## src/rtl/bit_collector_pkg.sv

```systemverilog
// Shared encodings and frame sizing for the bit_collector serial-to-parallel block.
package bit_collector_pkg;

  typedef enum logic {
    IDLE  = 1'b0,
    SHIFT = 1'b1
  } coll_state_t;

  typedef enum logic {
    EMPTY = 1'b0,
    FULL  = 1'b1
  } out_state_t;

  // Strobes per frame beyond the WIDTH data bits.
  localparam int FRAME_EXTRA_PLAIN  = 0;
  localparam int FRAME_EXTRA_PARITY = 1;

  function automatic int count_width(input int width);
    return $clog2(width + 1);
  endfunction

  function automatic int frame_len(input int width, input bit parity_en);
    return width + (parity_en ? FRAME_EXTRA_PARITY : FRAME_EXTRA_PLAIN);
  endfunction

endpackage

```

## src/rtl/bit_collector_hold.sv

```systemverilog
// Output holding register: valid/ready handshake, drop detection and sticky overrun.
module bit_collector_hold
  import bit_collector_pkg::*;
#(
  parameter int WIDTH = 8
) (
  input  logic             clock,
  input  logic             reset,
  input  logic             load_i,
  input  logic [WIDTH-1:0] data_i,
  input  logic             perr_i,
  input  logic             ready_i,
  output logic [WIDTH-1:0] word_o,
  output logic             valid_o,
  output logic             overrun_o,
  output logic             parity_err_o
);

  out_state_t       state_q;
  logic [WIDTH-1:0] word_q;
  logic             overrun_q;
  logic             perr_q;
  logic             xfer_d;

  assign xfer_d = (state_q == FULL) && ready_i;

  always_ff @(posedge clock) begin
    if (reset) begin
      state_q   <= EMPTY;
      word_q    <= '0;
      overrun_q <= 1'b0;
      perr_q    <= 1'b0;
    end else begin
      case (state_q)
        EMPTY: begin
          if (load_i) begin
            word_q  <= data_i;
            perr_q  <= perr_i;
            state_q <= FULL;
          end
        end
        FULL: begin
          // A completion coinciding with a transfer replaces the word in place.
          if (load_i && xfer_d) begin
            word_q <= data_i;
            perr_q <= perr_i;
          end else if (load_i) begin
            overrun_q <= 1'b1;
          end else if (xfer_d) begin
            state_q <= EMPTY;
          end
        end
        default: state_q <= EMPTY;
      endcase
    end
  end

  assign word_o       = word_q;
  assign valid_o      = (state_q == FULL);
  assign overrun_o    = overrun_q;
  assign parity_err_o = perr_q;

endmodule

```

## src/rtl/bit_collector.sv

```systemverilog
// Serial-to-parallel collector behind an enabled D register; LSB-first packing.
// Optional even-parity frame bit enabled with `define BIT_COLLECTOR_PARITY_EN.
module bit_collector
  import bit_collector_pkg::*;
#(
  parameter int WIDTH = 8
) (
  input  logic                          clock,
  input  logic                          reset,
  input  logic                          D,
  input  logic                          en,
  input  logic                          ready,
  output logic [WIDTH-1:0]              word,
  output logic                          valid,
  output logic                          overrun,
  output logic                          parity_err,
  output logic [count_width(WIDTH)-1:0] bit_count
);

`ifdef BIT_COLLECTOR_PARITY_EN
  localparam int N = frame_len(WIDTH, 1'b1);
`else
  localparam int N = frame_len(WIDTH, 1'b0);
`endif
  localparam int CW   = count_width(WIDTH);
  // Only the bits that precede the completing strobe need storage.
  localparam int SR_W = N - 1;

  coll_state_t      state_q;
  logic [CW-1:0]    cnt_q;
  logic [SR_W-1:0]  shreg_q;

  logic             last_bit_d;
  logic [SR_W-1:0]  shreg_d;
  logic [WIDTH-1:0] load_word_d;
  logic             load_perr_d;

  always_comb begin
    last_bit_d = en && (state_q == SHIFT) && (cnt_q == CW'(N - 1));
    shreg_d    = SR_W'({D, shreg_q} >> 1);
`ifdef BIT_COLLECTOR_PARITY_EN
    load_word_d = shreg_q;
    load_perr_d = (^shreg_q) ^ D;
`else
    load_word_d = {D, shreg_q};
    load_perr_d = 1'b0;
`endif
  end

  always_ff @(posedge clock) begin
    if (reset) begin
      state_q <= IDLE;
      cnt_q   <= '0;
      shreg_q <= '0;
    end else if (en) begin
      case (state_q)
        IDLE: begin
          state_q <= SHIFT;
          cnt_q   <= CW'(1);
          shreg_q <= shreg_d;
        end
        SHIFT: begin
          if (last_bit_d) begin
            state_q <= IDLE;
            cnt_q   <= '0;
            shreg_q <= '0;
          end else begin
            cnt_q   <= cnt_q + 1'b1;
            shreg_q <= shreg_d;
          end
        end
        default: state_q <= IDLE;
      endcase
    end
  end

  bit_collector_hold #(
    .WIDTH(WIDTH)
  ) u_hold (
    .clock       (clock),
    .reset       (reset),
    .load_i      (last_bit_d),
    .data_i      (load_word_d),
    .perr_i      (load_perr_d),
    .ready_i     (ready),
    .word_o      (word),
    .valid_o     (valid),
    .overrun_o   (overrun),
    .parity_err_o(parity_err)
  );

  assign bit_count = cnt_q;

endmodule

```

## config.mk

```make
export PLATFORM = sky130hd
export DESIGN_NAME = bit_collector
export DESIGN_NICKNAME = d
export VERILOG_FILES = /design/src/rtl/bit_collector_pkg.sv /design/src/rtl/bit_collector_hold.sv /design/src/rtl/bit_collector.sv
export SDC_FILE = /design/constraint.sdc
export NUM_CORES = 1
export LEC_CHECK = 0
export CAP_MARGIN = 20
export CELL_PAD_IN_SITES_DETAIL_PLACEMENT = 2
export CELL_PAD_IN_SITES_GLOBAL_PLACEMENT = 2
export CORE_UTILIZATION = 25
export DETAILED_ROUTE_END_ITERATION = 16
export GPL_TIMING_DRIVEN = 0
export PLACE_DENSITY = 0.72
export SYNTH_ARGS = -nofsm -noshare
export SYNTH_HDL_FRONTEND = slang
export SYNTH_SLANG_ARGS = --single-unit
```

## constraint.sdc

```tcl
create_clock -name clock -period 4.2 [get_ports clock]
set_clock_uncertainty 0.05 [all_clocks]
set_input_delay 1.05 -clock clock [delete_from_list [all_inputs] [get_ports clock]]
set_output_delay 1.05 -clock clock [all_outputs]
set_load 0.005 [all_outputs]
```

==> flow_summary.toml <==
[run_status]
status = "finished, final reports clean"

[sta]
finalCriticalPeriod_ns = 2.29
setup_viol_count_final = 0
hold_viol_final = 0
rsz0062_at_grt = "false"
finalSetupTns_ns = 0
slew_violations = 0
finalCritPeriodShare = 0.546
setup_ws_ns = 1.91
max_clock_freq_mhz = 436

[clock_tree]
root_buffer = "clkbuf_8"
post-cts-setup-buffer-count = 0
cts.hold.buffers_added = 0
worstSkewPairLatency_ns = 0.26
post_cts_resized = 0
clkSlewWorstSetupHoldPaths_ns = 0.08
clock-sinks = 22
cts_tree = "done"
h-tree-depth = 1
cts_buffer_depth = 2
cts_buffers = 3

[yosys]
syn_avg_cell_area_um2 = 9.67
synth_top_area_frac = 0.469
yosys-top-cells-area = "dfxtp_1 47%, mux2i_1 14%, nand2b_1 11%, nor2_1 4.0%, buf_6 2.4%"
synth_seq_area_share = 0.469
synth_adder_area_share = 0.0133
synth_compound_area_frac = 0.0707
synthCells = 97
syn_nets = 103
synth_area_leader_cell = "dfxtp_1"
async_flop_share = 0
synthMuxAreaShare = 0.139
synth_top_family_by_area = "simple AND/OR/NAND/NOR gates"
syn-cell-area_um2 = 938
synth_xor_xnor_area_share = 0
synthFlopType = "dfxtp_1"
ys_types = 25
synth_edf_count = 0
yosys_warnings = 0
ys_seq_elements = 22
yosys.area_share.simple = 0.249

[grt]
track_usage = 0.114
use_met3 = 0.0362
grt_pass1_vias = 770
grt.busiest_layer = "met2"
grtUsageMet2 = 0.198
antenna_found_initial = 0
grt-ovfl-total = 0
grt_max_degree = 13
grt_first_pass_wirelength_um = 3560
grt_use_met1 = 0.135

[detailed_routing]
ant_nets = 0
drt_iter0_drc = 15
detail_route.wl_per_cell_um = 12.4
via_per_inst = 4.45
post-route-drc-count = 0
dr_total_vias = 729
firstDrtPassIters = 4
wirelength_um = 2040

[flow_run]
drv_cap = 0

[setup_path]
crit-reg2reg-launch = "bit_count[0]"
crit_chain = "clkdlybuf4s50_1"
start_kind = "flip-flop"
rr_worst_depth = 4
crit_family = "buffers and inverters"
worst-setup-path-type = "flip-flop to output port"
worstPathRequired_ns = 3.10
timing.rr.end = "bit_count[3]"
path_buf_inv = 1
r2r_slack_ns = 2.66
crit_fanout = 5
cp_slowest_cell = "clkdlybuf4s50_1"
arrival_ns = 1.19
endpoint_kind = "output port"
max_stage_delay_ns = 0.53

[final_layout]
syn2layout_area_growth_pct = 30.1
antenna_cells = 0
final_cell_count_no_fill = 164
fin_nets = 125
drive_gt1_frac = 0.102

[place]
post-dp-hpwl_um = 1490
dpl.cell_count = 160
portBuffers = 17
routabilityCongestion = 0.680
dpl_worst_slack_ns = 1.77

[floorplanning]
core_um2 = 3470
ioPinCount = 20
die_area_um2 = 4000
fp.dieW_um = 63.3
rows = 21
die_h_um = 63.3
start_util = 0.271

[power]
leakage_uw = 0.000440
power.density_nw_per_um2 = 321
peakVddDrop_v = 0.000161

[hold_path]
hold-path-endpoint = "u_hold.word_o[0]"
hold_depth = 2
min_from = "u_hold.word_o[0]"
hold_path_class = "flip-flop to flip-flop"
## where the power goes
group	internal [uW]	switching, uW
registers	211	3.48
logic	13.6	12.1
clock network	83.5	67.5
## cells in the mapped netlist, types with 2 or more instances
master and count:
buf_6 2, a21oi_1 3, nand2_1 4, nor2_1 10, nand2b_1 16, a31oi_1 2, o21ai_0 2, o22ai_1 2
clkbuf_1 2, mux2i_1 13, nor2b_1 3, buf_2 2, nand3_1 3, dfxtp_1 22
## metal layers
metal	part of all wire	vias up	wire, um
met5	0	-	0
met4	0.0064	0	13
met3	0.041	2	83
met2	0.49	14	990
met1	0.47	350	953
li1	-	363	-
## metrics by stage
stage	power (uW)	utilization	area (um2)	hold WS, ns
global placement	245	0.336	1170	0.402
CTS	397	0.352	1220	0.436
finish	391	0.352	1220	0.429
global route	409	0.352	1220	0.450
detailed placement	246	0.336	1170	0.413
floorplan	235	-	938	0.407
## flip-flops by register name, indices dropped and copies added, names as in the netlist
signal	count
bit_count	4
shreg_q	7
state_q	1
u_hold.overrun_o	1
u_hold.valid_o	1
u_hold.word_o	8
## worst max path at each step
stage                       from          endpoint  slack, ns  depth (start not counted)
floorplan                     en  u_hold.word_o[0]       2.25                          5
global placement           reset  u_hold.word_o[7]       1.80                          4
detailed placement         reset  u_hold.word_o[3]       1.77                          4
CTS                 bit_count[0]      bit_count[0]       1.90                          1
global route        bit_count[0]      bit_count[0]       1.85                          1
finish              bit_count[0]      bit_count[0]       1.91                          1
## cell usage in the layout, fill, tap and decap left out, types with 3 or more instances in the layout
cell / netlist / routed
clkbuf_8: 0 / 4
nor2_1: 10 / 10
nor2b_1: 3 / 3
dfxtp_1: 22 / 22
nand2_1: 4 / 4
mux2i_1: 13 / 13
nand2b_1: 16 / 16
a21oi_1: 3 / 3
nand3_1: 3 / 3
clkdlybuf4s50_1: 0 / 17
## kinds of logic after synthesis
family	count (synthesis)
and+or+nand+nor	41
DFF	22
muxes	13
AOI/OAI and AO/OA	11
buffers and inverters	8
adders and majority gates	1
other	1
## layout make-up
cell class | count | area (um2)
buffer | 7 | 47.5
clock buffer | 4 | 55.1
fill | 403 | 2250
inverter | 1 | 3.75
multi-input combinational | 67 | 447
sequential | 22 | 440
tap | 46 | 57.6
timing repair buffer | 17 | 170
Power figures use the tool's default switching activity.
==> RTL edit (config.mk and constraints unchanged) <==
Add a define of `BIT_COLLECTOR_PARITY_EN`.
--- a/src/rtl/bit_collector.sv
+++ b/src/rtl/bit_collector.sv
@@ -1,5 +1,7 @@
 // Serial-to-parallel collector behind an enabled D register; LSB-first packing.
 // Optional even-parity frame bit enabled with `define BIT_COLLECTOR_PARITY_EN.
+`define BIT_COLLECTOR_PARITY_EN
+
 module bit_collector
   import bit_collector_pkg::*;
 #(
Behaviour: not the same (a bounded check fails within 10 cycles, from zero or initial values and one cycle with reset high).
==> RTL edit against the original RTL <==
- non-clock buffer count fell by 1
- sequential cell count rose by 2
- design area rose by 10%
- worst setup slack got worse by 0.19 ns
- wire length rose by 39%
- via count rose by 14%
- die area rose by 9.9%
- core utilization fell by 1.5 points
- power rose by 19%
- synthesized area rose by 10%
==> RTL edit: results (changes against the original RTL) <==
- finished clean — status
- 0.590 — period utilization, +0.0442
- 0.743 — global placer's final weighted congestion, +9.3%
- 18 — iteration-0 DRC count of the detailed router, +3
- en — start point of the critical path
- 0.143 — total routing usage reported by global routing, +0.0290
- 1.72 ns — Final WS setup, -0.186 ns
- sky130_fd_sc_hd__dfxtp_1 (24), sky130_fd_sc_hd__nor2_1 (14), sky130_fd_sc_hd__mux2i_1 (12), sky130_fd_sc_hd__a21oi_1 (9) — most numerous cell types in the synthesized netlist
- in2reg — CP Class
- 2.83 mm — DRT Wirelength, +39%
- 15 — pin count of the biggest net entering global routing, +2
- 4.49 mm — wire length of the first global-routing pass, +26%
- 94.3 uW — NetSw, +13%
- sky130_fd_sc_hd__dfxtp_1 (46%), sky130_fd_sc_hd__mux2i_1 (12%), sky130_fd_sc_hd__nor2_1 (5.1%) — largest cells by area after synthesis
- 0.116 — multiplexer share of the synthesized area, -0.0226
- 1.47 ns — Placement Setup Slack, -0.293 ns
- 7 — worst r2r path cells, +3
- 1280 um^2 — instance area after placement, +9.5%
- 10 — biggest fanout along the worst timing path, +5
- 113 — number of nets in the synthesized netlist, +9.7%
- u_hold.word_o[1]$_SDFFE_PP0P_ — FF-to-FF End
- 67 um — Met3 Routed Length, -19%
- 0.0242 — Synth Area in Adders, +0.0109
- 15.9 um — wire length per cell, +28%
- 0.464 — share of synthesized area occupied by flip-flops and latches, -0.00500
- 2.41 ns — register-to-register setup slack, -0.25 ns
- 0.435 ns — tightest hold margin, +0.00612 ns
[RTL edit: cell types whose count changed in the layout (fill, tap and decap cells not counted), sizes merged, moves of 4 or more]
cell / before / now
a21oi: 4 / 9
nor2: 10 / 14
nand2b: 16 / 1
xnor2: 0 / 4
nor3: 0 / 6
[RTL edit: routing by layer]
metal | vias to the layer above | track usage
met5 | - | 0
met4 | 0 | 0.0638
met3 | 6 | 0.0190
met2 | 14 | 0.246
met1 | 405 | 0.175
li1 | 406 | -
[RTL edit: cell type report]
cell class / count / area [um^2]
Fill cell: 417 / 2650
Multi-Input combinational cell: 73 / 512
Sequential cell: 24 / 480
Timing Repair Buffer: 18 / 180
Tap cell: 50 / 62.6
Clock buffer: 3 / 41.3
Clock inverter: 1 / 30.0
Buffer: 5 / 27.5
Inverter: 4 / 15.0
